## src/rtl/iccm_port_arbiter.sv

```systemverilog
// Arbitrates one single-port DFFRAM between the core instruction port and the UART
// program loader. It generates the grants, the RAM strobes and the one-cycle read response.
module iccm_port_arbiter #(
  parameter int AW           = 14,
  parameter int RAM_AW       = 8,
  parameter int MAX_LD_BURST = 4
) (
  input  logic              clk_i,
  input  logic              rst_ni,
  input  logic              boot_done_i,
  // Both ports use req/gnt. A transfer happens in the cycle where req and gnt are
  // both high. gnt is combinational from req. A requester holds its request until it is granted.
  input  logic              core_req_i,
  output logic              core_gnt_o,
  input  logic              core_we_i,
  input  logic [AW-1:0]     core_addr_i,
  input  logic [31:0]       core_wdata_i,
  input  logic [31:0]       core_wmask_i,
  output logic [31:0]       core_rdata_o,
  output logic              core_rvalid_o,
  output logic [1:0]        core_rerror_o,
  input  logic              ld_req_i,
  output logic              ld_gnt_o,
  input  logic [AW-1:0]     ld_addr_i,
  input  logic [31:0]       ld_wdata_i,
  output logic              ram_en_o,
  output logic [3:0]        ram_we_o,
  output logic [RAM_AW-1:0] ram_a_o,
  output logic [31:0]       ram_di_o,
  input  logic [31:0]       ram_do_i,
  output logic [7:0]        err_cnt_o
);

  localparam logic [3:0] BURST_MAX = 4'(MAX_LD_BURST);

  logic [3:0] burst_q, burst_d;
  logic [7:0] err_cnt_q, err_cnt_d;
  logic       rvalid_q, rvalid_d;
  logic [1:0] rerror_q, rerror_d;

  logic       core_oor, ld_oor;
  logic       burst_full;
  logic       core_gnt, ld_gnt;
  logic       err_inc;
  logic [3:0] core_byte_we;

  always_comb begin
    core_oor   = |core_addr_i[AW-1:RAM_AW];
    ld_oor     = |ld_addr_i[AW-1:RAM_AW];
    // The loader normally wins in RUN mode. After MAX_LD_BURST back-to-back loader
    // wins while the core waits, the core gets one turn.
    burst_full = boot_done_i && core_req_i && (burst_q == BURST_MAX);
    ld_gnt     = rst_ni && ld_req_i && !burst_full;
    core_gnt   = rst_ni && boot_done_i && core_req_i && (!ld_req_i || burst_full);
    for (int i = 0; i < 4; i++) begin
      core_byte_we[i] = core_we_i && (|core_wmask_i[8*i +: 8]);
    end
  end

  always_comb begin
    ram_en_o = 1'b0;
    ram_we_o = 4'h0;
    ram_a_o  = core_addr_i[RAM_AW-1:0];
    ram_di_o = core_wdata_i;
    if (ld_gnt) begin
      ram_a_o  = ld_addr_i[RAM_AW-1:0];
      ram_di_o = ld_wdata_i;
      if (!ld_oor) begin
        ram_en_o = 1'b1;
        ram_we_o = 4'hF;
      end
    end else if (core_gnt && !core_oor) begin
      ram_en_o = 1'b1;
      ram_we_o = core_byte_we;
    end
  end

  always_comb begin
    burst_d = burst_q;
    if (!boot_done_i || !core_req_i || core_gnt) begin
      burst_d = 4'd0;
    end else if (ld_gnt && (burst_q != BURST_MAX)) begin
      burst_d = burst_q + 4'd1;
    end

    err_inc   = (ld_gnt && ld_oor) || (core_gnt && core_oor);
    err_cnt_d = err_cnt_q;
    if (err_inc && (err_cnt_q != 8'hFF)) begin
      err_cnt_d = err_cnt_q + 8'd1;
    end

    // Only granted core reads produce a response. Writes with any mask, including all-zero, produce none.
    rvalid_d = core_gnt && !core_we_i;
    rerror_d = (core_gnt && !core_we_i && core_oor) ? 2'b01 : 2'b00;
  end

  always_ff @(posedge clk_i or negedge rst_ni) begin
    if (!rst_ni) begin
      burst_q   <= 4'd0;
      err_cnt_q <= 8'd0;
      rvalid_q  <= 1'b0;
      rerror_q  <= 2'b00;
    end else begin
      burst_q   <= burst_d;
      err_cnt_q <= err_cnt_d;
      rvalid_q  <= rvalid_d;
      rerror_q  <= rerror_d;
    end
  end

  assign core_gnt_o    = core_gnt;
  assign ld_gnt_o      = ld_gnt;
  assign core_rvalid_o = rvalid_q;
  assign core_rerror_o = rerror_q;
  // RAM Do holds its value until the next enabled read. A loader write in the response cycle therefore cannot disturb it.
  assign core_rdata_o  = (rvalid_q && (rerror_q == 2'b00)) ? ram_do_i : 32'h0;
  assign err_cnt_o     = err_cnt_q;

endmodule

```

## config.mk

```make
export PLATFORM = sky130hd
export DESIGN_NAME = iccm_port_arbiter
export DESIGN_NICKNAME = d
export VERILOG_FILES = /design/src/rtl/iccm_port_arbiter.sv
export SDC_FILE = /design/constraint.sdc
export NUM_CORES = 1
export LEC_CHECK = 0
export CAP_MARGIN = 5
export CORE_AREA = 2 2 97 99
export DETAILED_ROUTE_END_ITERATION = 12
export DIE_AREA = 0 0 99 101
export PLACE_DENSITY = 0.67
export SLEW_MARGIN = 20
export SYNTH_ARGS = -nofsm -noshare
export SYNTH_HDL_FRONTEND = slang
export SYNTH_SLANG_ARGS = --single-unit
export TNS_END_PERCENT = 20
```

## constraint.sdc

```tcl
create_clock -name clk_i -period 4.2 [get_ports clk_i]
set_clock_uncertainty 0.1 [all_clocks]
set_input_delay 0.63 -clock clk_i [delete_from_list [all_inputs] [get_ports clk_i]]
set_output_delay 0.63 -clock clk_i [all_outputs]
set_load 0.005 [all_outputs]
```

# Word-level counts from Yosys, hierarchy flattened
# Index checks and enable logic that the tools add are counted.
# op_classes
add_sub_neg,2
n_eq_ne,3
muxes,12
n_reduce_logical,37
# ops
cell,count
$mux 32,2
$reduce_or 8->1,4
$mux 4,5
$logic_and 1x1->1,19
$reduce_or 6->1,2
$add 8x1->8 const B,1
$mux 8,1
$ne 8x8->1 const B,1
$logic_not 1->1,6
$add 4x1->4 const B,1
$eq 4x3->1 const B,1
$logic_or 1x1->1,4
$mux 1,4
$ne 4x3->1 const B,1
$logic_not 2->1,1
$reduce_bool 2->1,1
# totals
ff_bits,14
inputBits,162

# Logic depth before layout (Yosys ltp)
# Gate-level depths: netlist of the first run.
# depth
depth_word,7
depth_mapped,8
ltp_nobuf,7

# Worst setup path after synthesis of the first run
# Ideal clock, no wire load.
# synth_timing
path_type,input -> output
from,input port boot_done_i
to,output port ram_a_o[0]
arrival_ps,1579
required_time_ps,3470
setup_slack_ps,1891
cell_stages,6
path_buffers,1
cell_sequence,nand2_1 > o211ai_2 > inv_1 > clkbuf_1 > nand2_1 > nand2_1
# synth_between
elab_chain_len,5
# synth_rtl
item,line_no,text
"start, declared",10,"input logic boot_done_i,"
$logic_and 1x1->1 (2 in series),52,burst_full = boot_done_i && core_req_i && (burst_q == BURST_MAX);
$logic_not 1->1,53,ld_gnt = rst_ni && ld_req_i && !burst_full;
$logic_and 1x1->1,53,
named net ld_gnt_o,23,"output logic ld_gnt_o,"
$mux 8,65,if (ld_gnt) begin
"end, declared",28,"output logic [RAM_AW-1:0] ram_a_o,"
# The timed path passes the listed nets, and every way through them passes these cells.

# Worst setup path after layout of the first run
# layout_timing
from,input port core_req_i
to,output port ram_di_o[4]
# layout_between
elab_chain_len,5
# layout_rtl
item,line_no,text
"start, declared",13,"input logic core_req_i,"
$logic_and 1x1->1 (2 in series),52,
$logic_not 1->1,53,
$logic_and 1x1->1,53,
$mux 32,65,
"end, declared",29,"output logic [31:0] ram_di_o,"
# Every way passes these cells.

==> results of run 1 <==
[registers in the layout, indices dropped and copies added (netlist names)]
register       count
err_cnt_o          8
burst_q            4
core_rerror_o      1
core_rvalid_o      1
[synthesized netlist by cell type, types with 2 or more instances]
| master | number | share of area |
|---|---|---|
| nand2_1 | 130 | 0.30 |
| and2_1 | 32 | 0.12 |
| dfrtp_1 | 14 | 0.22 |
| nor4_1 | 12 | 0.046 |
| clkbuf_1 | 11 | 0.025 |
| nor2_1 | 9 | 0.021 |
| xor2_1 | 6 | 0.032 |
| a21o_1 | 4 | 0.018 |
| inv_1 | 4 | 0.0092 |
| nand3_1 | 4 | 0.012 |
| a21oi_1 | 3 | 0.0092 |
| ha_1 | 3 | 0.023 |
| nand2b_1 | 3 | 0.012 |
| nor3b_1 | 3 | 0.014 |
| o21ai_0 | 3 | 0.0092 |
| and3_1 | 2 | 0.0077 |
| mux2_1 | 2 | 0.014 |
| nand4_1 | 2 | 0.0077 |
| nor2b_1 | 2 | 0.0077 |
| nor3_1 | 2 | 0.0062 |
[power by group]
| group | total, mW | internal (mW) | switching [mW] | leakage (nW) |
|---|---|---|---|---|
| logic | 0.409 | 0.285 | 0.124 | 1.67 |
| clock network | 0.130 | 0.0829 | 0.0469 | 0.0288 |
| registers | 0.202 | 0.164 | 0.0381 | 0.185 |
| total | 0.741 | 0.532 | 0.209 | 1.88 |
[critical path: cells and delay by family]
family	cells	cell delay [ps]
compound gates	1	570
simple gates	3	390
buf+inv	4	1320
[cell type report]
type                       count  share of cell area
clock buffer                   4              0.0127
inverter                       4             0.00347
multi-input combinational    234               0.280
sequential                    14              0.0809
tap                          111              0.0321
timing repair buffer         256               0.591
[routing by layer]
| layer | up-vias | routed length [um] | global-route usage |
|---|---|---|---|
| li1 | 1339 | - | - |
| met1 | 1138 | 3170 | 0.165 |
| met2 | 122 | 4580 | 0.296 |
| met3 | 6 | 661 | 0.0291 |
| met4 | 0 | 75 | 0.0285 |
| met5 | - | 0 | 0 |
[stage by stage]
| step | cells | power (mW) | worst slack (ps) | cell area, um^2 | hold WS [ps] |
|---|---|---|---|---|---|
| final | 623 | 0.741 | 560 | 4330 | 411 |
| after global routing | 623 | 0.791 | 319 | 4330 | 435 |
| after CTS | 623 | 0.752 | 548 | 4330 | 417 |
| after detailed placement | 619 | 0.618 | 560 | 4280 | 408 |
| after global placement | 619 | 0.609 | 600 | 4280 | 399 |
| after floorplan | 265 | 0.304 | 1890 | 1620 | 234 |
[final timing paths]
check	to	cells after the start
worst max-delay path	ram_di_o[4]	8
worst min-delay path	err_cnt_o[7]$_DFFE_PN0P_	1
worst max register to register	burst_q[3]$_DFFE_PN0P_	8
worst min register to register	err_cnt_o[7]$_DFFE_PN0P_	1
max in group asynchronous	burst_q[2]$_DFFE_PN0P_	2
min in group asynchronous	err_cnt_o[3]$_DFFE_PN0P_	2
[cell families after synthesis]
logic type / count (synthesis)
AOI/OAI and AO/OA: 16
xor gates and xnor gates: 6
adders and majority gates: 3
buffers and inverters: 17
DFF: 14
muxes: 3
other: 1
and+or+nand+nor: 205
==> flow_metrics.tcl, run 1 <==
set metrics [dict create \
    leakage_nw 1.88 \
    grt_max_degree 31 \
    yosys_warnings 0 \
    seq_area_um2 350 \
    setup-tns-final_ps 0 \
    synth_xor_xnor_area_share 0.0324 \
    post-route-period-util 0.867 \
    grt_first_pass_wirelength_mm 12.2 \
    drt-total-wl_mm 8.48 \
    hold_violations 0 \
    cellPowerDensity_mw_per_mm2 171 \
    htreeDepth 1 \
    synth_mux_area_frac 0.0208 \
    cpMostUsedCell "nand2_1" \
    cp_data_required_time_ps 3470 \
    dieArea_mm2 0.0100 \
    area_growth_pct 167 \
    clockBufferDepth 2 \
    ios 252 \
    synth-simple-area-share 0.589 \
    synth_top_family_by_area "simple AND/OR/NAND/NOR gates" \
    multi_input_area_mm2 0.00121 \
    drv_cap 0 \
    dr.pass1.iters 4 \
    grt_pass1_vias 2538 \
    grt_use_total 0.150 \
    drcViolationCount 0 \
    relSlewSlack 0.617 \
    start_util 0.181 \
    crit_arrival_ps 2910 \
    gp_congestion 0.772 \
    gr-total-overflow 0 \
    post_cts_resized 0 \
    grt_antenna_before_repair 0 \
    final_common_cell "clkdlybuf4s50_1" \
    dp_hpwl_mm 7.47 \
    end_kind "output pin" \
    crit_type "primary input to output pin" \
    core_mm2 0.00898 \
    ys_ff_latch 14 \
    synthCells 265 \
    synthAdderAreaFrac 0.0231 \
    crit_chain "clkdlybuf4s50_1 > nand2_1 > o211ai_4 > inv_1 > buf_4 > nand2_1 > nand2_1 > clkdlybuf4s50_1" \
    io_buffers 250 \
    synth_cell_types 34 \
    hp-class "flip-flop to flip-flop" \
    postRouteAntennaNets 0 \
    synth_edf_count 0 \
    cp_max_fo 30 \
    syn_area_per_cell_um2 6.13 \
    cts_sinks 14 \
    cts_root_buffer "clkbuf_8" \
    max-vdd-ir-drop_mv 0.150 \
    tightest_slew_ps 571 \
    die_w_um 99 \
    synth_ff_type "dfrtp_1" \
    cts_tree "done" \
    cts_buffers 3 \
    fin_util 0.483 \
    post-cts-setup-buffer-count 0 \
    clk_latency_ps 240 \
    cp_slowest_cell "o211ai_4" \
    setup.worst_path.start_class "primary input" \
    finalSetupViolCount 0 \
    viasPerCell 4.18 \
    via_count 2605 \
    syn_area_mm2 0.00162 \
    period_needed_ps 3640 \
    rrSetupSlack_ps 2160 \
    reg2reg_from "burst_q[0]$_DFFE_PN0P_" \
    drive_gt1_frac 0.0332 \
    cpPeakStageDelay_ps 570 \
    synth.yosys.seq_area_share 0.216 \
    ctsHoldBuffers 0 \
    startpoint "core_req_i" \
    maxSlewViolCount 0 \
    clk_pin_slew_ps 60 \
    min_from "err_cnt_o[7]$_DFFE_PN0P_" \
    synth_compound_area_frac 0.0747 \
    fmax_mhz 275 \
    status "complete, no violations" \
    layout.nets 678 \
    drt_iter0_markers 54 \
    rsz0062_at_grt "false" \
    die_h_um 101 \
    rows 35 \
    final_cell_mix "clkdlybuf4s50_1, nand2_1, and2_1" \
    async_flop_share 1.00 \
    antenna_cells 0 \
    post_drt_wl_per_cell_um 13.6 \
    fillers 874 \
    synth_nets 430 \
]
No activity file was read; power rests on OpenSTA's default activity.
==> inputs of run 2 (changes only) <==
- CORE_AREA: 2 2 97 99 -> 2 2 98 100
- DIE_AREA: 0 0 99 101 -> 0 0 100 102
- PLACE_DENSITY: 0.67 -> 0.66
- clock period: 4.2 -> 3.5 ns (I/O delays scaled with it)
==> flow_metrics.tcl, run 2 (synthesis gave the netlist of run 1 again) <==
set metrics [dict create \
    die_h_um 102 \
    cts_tree "done" \
    drt_iter0_markers 63 \
    relSlewSlack 0.656 \
    grt_use_total 0.155 \
    postRouteAntennaNets 0 \
    clkPwrFrac 0.178 \
    drcViolationCount 0 \
    finalSetupViolCount 0 \
    hp-class "flip-flop to flip-flop" \
    crit_chain "clkdlybuf4s50_1 > nand2_1 > buf_4 > o211ai_4 > inv_1 > buf_12 > nand2_1 > nand2_1 > clkdlybuf4s50_1" \
    tightest_slew_ps 513 \
    p_switching_mw 0.255 \
    period_needed_ps 3110 \
    grt_antenna_before_repair 0 \
    core_mm2 0.00911 \
    cp_slowest_cell "clkdlybuf4s50_1" \
    maxSlewViolCount 0 \
    fillers 905 \
    status "complete, no violations" \
    end_kind "output pin" \
    post-route-period-util 0.889 \
    rrSetupSlack_ps 1460 \
    cts_buffers 3 \
    dp_hpwl_mm 7.81 \
    postLayoutSetupSlackWorst_ps 389 \
    cp.buffers_inverters 5 \
    final_common_cell "clkdlybuf4s50_1" \
    cellPowerDensity_mw_per_mm2 205 \
    dr.pass1.iters 4 \
    cp_data_required_time_ps 2870 \
    cpPeakStageDelay_ps 490 \
    area_growth_pct 168 \
    grt_first_pass_wirelength_mm 12.6 \
    viasPerCell 4.23 \
    die_w_um 100 \
    cts_root_buffer "clkbuf_8" \
    setup.worst_path.start_class "primary input" \
    post_cts_resized 0 \
    final_cell_mix "clkdlybuf4s50_1, nand2_1, and2_1" \
    drv_cap 0 \
    start_util 0.178 \
    combPwrFrac 0.549 \
    clk_pin_slew_ps 60 \
    layout.nets 680 \
    post-cts-setup-buffer-count 0 \
    fmax_mhz 321 \
    setup-tns-final_ps 0 \
    swShare 0.285 \
    cts_sinks 14 \
    crit_arrival_ps 2490 \
    crit_type "primary input to output pin" \
    via_count 2646 \
    rsz0062_at_grt "false" \
    gp_congestion 0.818 \
    htreeDepth 1 \
    ctsHoldBuffers 0 \
    hold_violations 0 \
    clk_latency_ps 250 \
    largest_reg_flops 8 \
    preCtsSetupSlack_ps 398 \
    seqPwrFrac 0.273 \
    rows 35 \
    max-vdd-ir-drop_mv 0.125 \
    dieArea_mm2 0.0102 \
    p_int_mw 0.640 \
    grt_max_degree 39 \
    gr-total-overflow 0 \
    io_buffers 250 \
    cp_max_fo 36 \
    clockBufferDepth 2 \
    leakage_nw 1.90 \
    drt-total-wl_mm 8.90 \
    antenna_cells 0 \
    critical-path-top-delay-family "buffers and inverters" \
    cpMostUsedCell "nand2_1" \
    drive_gt1_frac 0.0370 \
    grt_pass1_vias 2597 \
    ios 252 \
    post_drt_wl_per_cell_um 14.2 \
]
[run 2: cell count changes in the layout (fill, tap and decap cells not counted)]
cell,change
buf_12,+1
buf_4,+1
[run 2: worst reg2reg max path: stages (launching register included)]
cell and delay [ps]:
dfrtp_1 390, inv_1 90, ha_1 220, nand3b_4 130, a21oi_2 200, a22oi_4 110
nor4_1 330, mux2_1 360
[run 2: per-layer routing]
metal / vias up / GRT usage / wire (um)
li1: 1342 / - / -
met1: 1162 / 0.167 / 3140
met2: 130 / 0.303 / 4860
met3: 12 / 0.0363 / 720
met4: 0 / 0.0432 / 174
met5: - / 0 / 0
[run 2: through the flow]
stage	cells	cell area, um^2	total power [mW]	util	hold slack (ps)
2_1_floorplan	265	1620	0.365	-	129
3_3_place_gp	621	4310	0.732	0.473	398
3_5_place_dp	621	4310	0.742	0.473	414
4_1_cts	625	4360	0.902	0.479	428
5_1_grt	625	4360	0.962	0.479	454
6_report	625	4360	0.895	0.479	423
[run 2: power by group through the flow]
stage	clock, mW	combinational (mW)	sequential (mW)
2_1_floorplan	0	0.125	0.239
3_3_place_gp	0	0.487	0.245
5_1_grt	0.175	0.533	0.254
6_report	0.159	0.491	0.245
3_5_place_dp	0	0.494	0.247
4_1_cts	0.160	0.497	0.245
[run 2: worst paths after layout]
kind | from | to | depth (start not counted)
worst max-delay path | boot_done_i | ram_di_o[4] | 9
worst min-delay path | err_cnt_o[7]$_DFFE_PN0P_ | err_cnt_o[7]$_DFFE_PN0P_ | 1
worst max register to register | burst_q[0]$_DFFE_PN0P_ | err_cnt_o[6]$_DFFE_PN0P_ | 7
worst min register to register | err_cnt_o[7]$_DFFE_PN0P_ | err_cnt_o[7]$_DFFE_PN0P_ | 1
max in group asynchronous | rst_ni | burst_q[1]$_DFFE_PN0P_ | 2
min in group asynchronous | rst_ni | err_cnt_o[6]$_DFFE_PN0P_ | 2
[run 2: cell type report]
class	instances	area, um^2	share of cell area
tap	111	139	0.0319
multi-input combinational	234	1210	0.278
clock buffer	4	55.1	0.0126
sequential	14	350	0.0803
timing repair buffer	258	2590	0.593
inverter	4	15.0	0.00344
==> inputs of run 3 (changes only) <==
- CELL_PAD_IN_SITES_DETAIL_PLACEMENT: unset -> 0
- CELL_PAD_IN_SITES_GLOBAL_PLACEMENT: unset -> 1
- CORE_AREA: 2 2 98 100 -> unset
- CORE_UTILIZATION: unset -> 13
- DIE_AREA: 0 0 100 102 -> unset
- PLACE_DENSITY: 0.66 -> unset
- PLACE_DENSITY_LB_ADDON: unset -> 0.1
==> flow_metrics.tcl, run 3 (synthesis gave the netlist of run 1 again) <==
set metrics [dict create \
    die_w_um 114 \
    largest_reg_flops 8 \
    period_needed_ps 3180 \
    gp_congestion 0.729 \
    grt_first_pass_wirelength_mm 13.0 \
    post_cts_resized 0 \
    clockBufferDepth 2 \
    cp_max_fo 41 \
    drv_cap 0 \
    preCtsSetupSlack_ps 247 \
    die_h_um 114 \
    setup.worst_path.start_class "primary input" \
    maxSlewViolCount 0 \
    area_growth_pct 173 \
    relSlewSlack 0.670 \
    ios 252 \
    cellPowerDensity_mw_per_mm2 213 \
    finalSetupViolCount 0 \
    final_common_cell "clkdlybuf4s50_1" \
    drt-total-wl_mm 9.30 \
    end_kind "output pin" \
    grt_antenna_before_repair 0 \
    post-route-period-util 0.910 \
    fillers 1263 \
    gr-total-overflow 0 \
    grt_max_degree 42 \
    grt_pass1_vias 2432 \
    drt_iter0_markers 135 \
    drcViolationCount 0 \
    post-cts-setup-buffer-count 0 \
    clk_pin_slew_ps 50 \
    tightest_slew_ps 491 \
    max-vdd-ir-drop_mv 0.137 \
    cp_data_required_time_ps 2870 \
    dp_hpwl_mm 7.92 \
    cts_buffers 3 \
    antenna_cells 0 \
    via_count 2601 \
    cts_tree "done" \
    rrSetupSlack_ps 1510 \
    hp-class "flip-flop to flip-flop" \
    clk_latency_ps 240 \
    io_buffers 250 \
    cts_root_buffer "clkbuf_16" \
    viasPerCell 3.82 \
    postRouteAntennaNets 0 \
    post_drt_wl_per_cell_um 13.7 \
    rows 40 \
    status "complete, no violations" \
    grt_use_total 0.131 \
    dpl-instance-area_mm2 0.00435 \
    postLayoutSetupSlackWorst_ps 316 \
    crit_type "primary input to output pin" \
    rsz0062_at_grt "false" \
    ctsHoldBuffers 0 \
    fin_util 0.365 \
    hold_violations 0 \
    fin_area_mm2 0.00443 \
    final_cell_mix "clkdlybuf4s50_1, nand2_1, and2_1" \
    htreeDepth 1 \
    dieArea_mm2 0.0129 \
    crit_arrival_ps 2560 \
    multi_input_area_mm2 0.00121 \
    layout.nets 680 \
    fmax_mhz 314 \
    seq_area_um2 350 \
    cts_sinks 14 \
    start_util 0.134 \
    dr.pass1.iters 4 \
    core_mm2 0.0121 \
    leakage_nw 1.89 \
    setup-tns-final_ps 0 \
    drive_gt1_frac 0.0351 \
]
==> run 3: cell count changes in the layout (fill, tap and decap cells not counted) <==
| cell | change |
|---|---|
| clkbuf_16 | +3 |
| buf_12 | -2 |
| clkbuf_8 | -4 |
| buf_4 | +2 |
==> run 3: through the flow <==
step / power [mW] / cells / hold WS (ps)
after floorplan: 0.365 / 265 / 129
after global placement: 0.735 / 678 / 406
after detailed placement: 0.739 / 678 / 413
after CTS: 0.958 / 681 / 423
after global routing: 1.00 / 681 / 426
final: 0.944 / 681 / 418
==> run 3: where the power goes <==
part           leakage [nW]  internal (mW)  switching (mW)
combinational          1.67          0.341           0.147
sequential            0.185          0.197          0.0453
clock                0.0370          0.149          0.0644
==> run 3: final timing paths <==
check	start	endpoint	cells after the start
max in group asynchronous	rst_ni	core_rvalid_o$_DFF_PN0_	2
max	rst_ni	ram_di_o[13]	7
min in group asynchronous	rst_ni	err_cnt_o[0]$_DFFE_PN0P_	1
max reg2reg	burst_q[0]$_DFFE_PN0P_	err_cnt_o[6]$_DFFE_PN0P_	7
min reg2reg	err_cnt_o[7]$_DFFE_PN0P_	err_cnt_o[7]$_DFFE_PN0P_	1
min	err_cnt_o[7]$_DFFE_PN0P_	err_cnt_o[7]$_DFFE_PN0P_	1
==> run 3: final cells by class <==
type / instances / area share
Timing Repair Buffer: 258 / 0.579
Multi-Input combinational cell: 234 / 0.274
Tap cell: 168 / 0.0475
Sequential cell: 14 / 0.0791
Inverter: 4 / 0.00339
Clock buffer: 3 / 0.0170
==> run 3: worst max-delay path: stages <==
cell and delay (ps):
clkdlybuf4s50_1 720, o211ai_4 140, inv_1 80, buf_4 380, nand2_1 100, nand2_1 70
clkdlybuf4s50_1 520
==> run 3: metal layers <==
layer,share of wire,track usage,wire length [um]
met5,0,0,0
met4,0.0057,0.0234,53
met3,0.084,0.0298,783
met2,0.55,0.265,5080
met1,0.36,0.138,3390
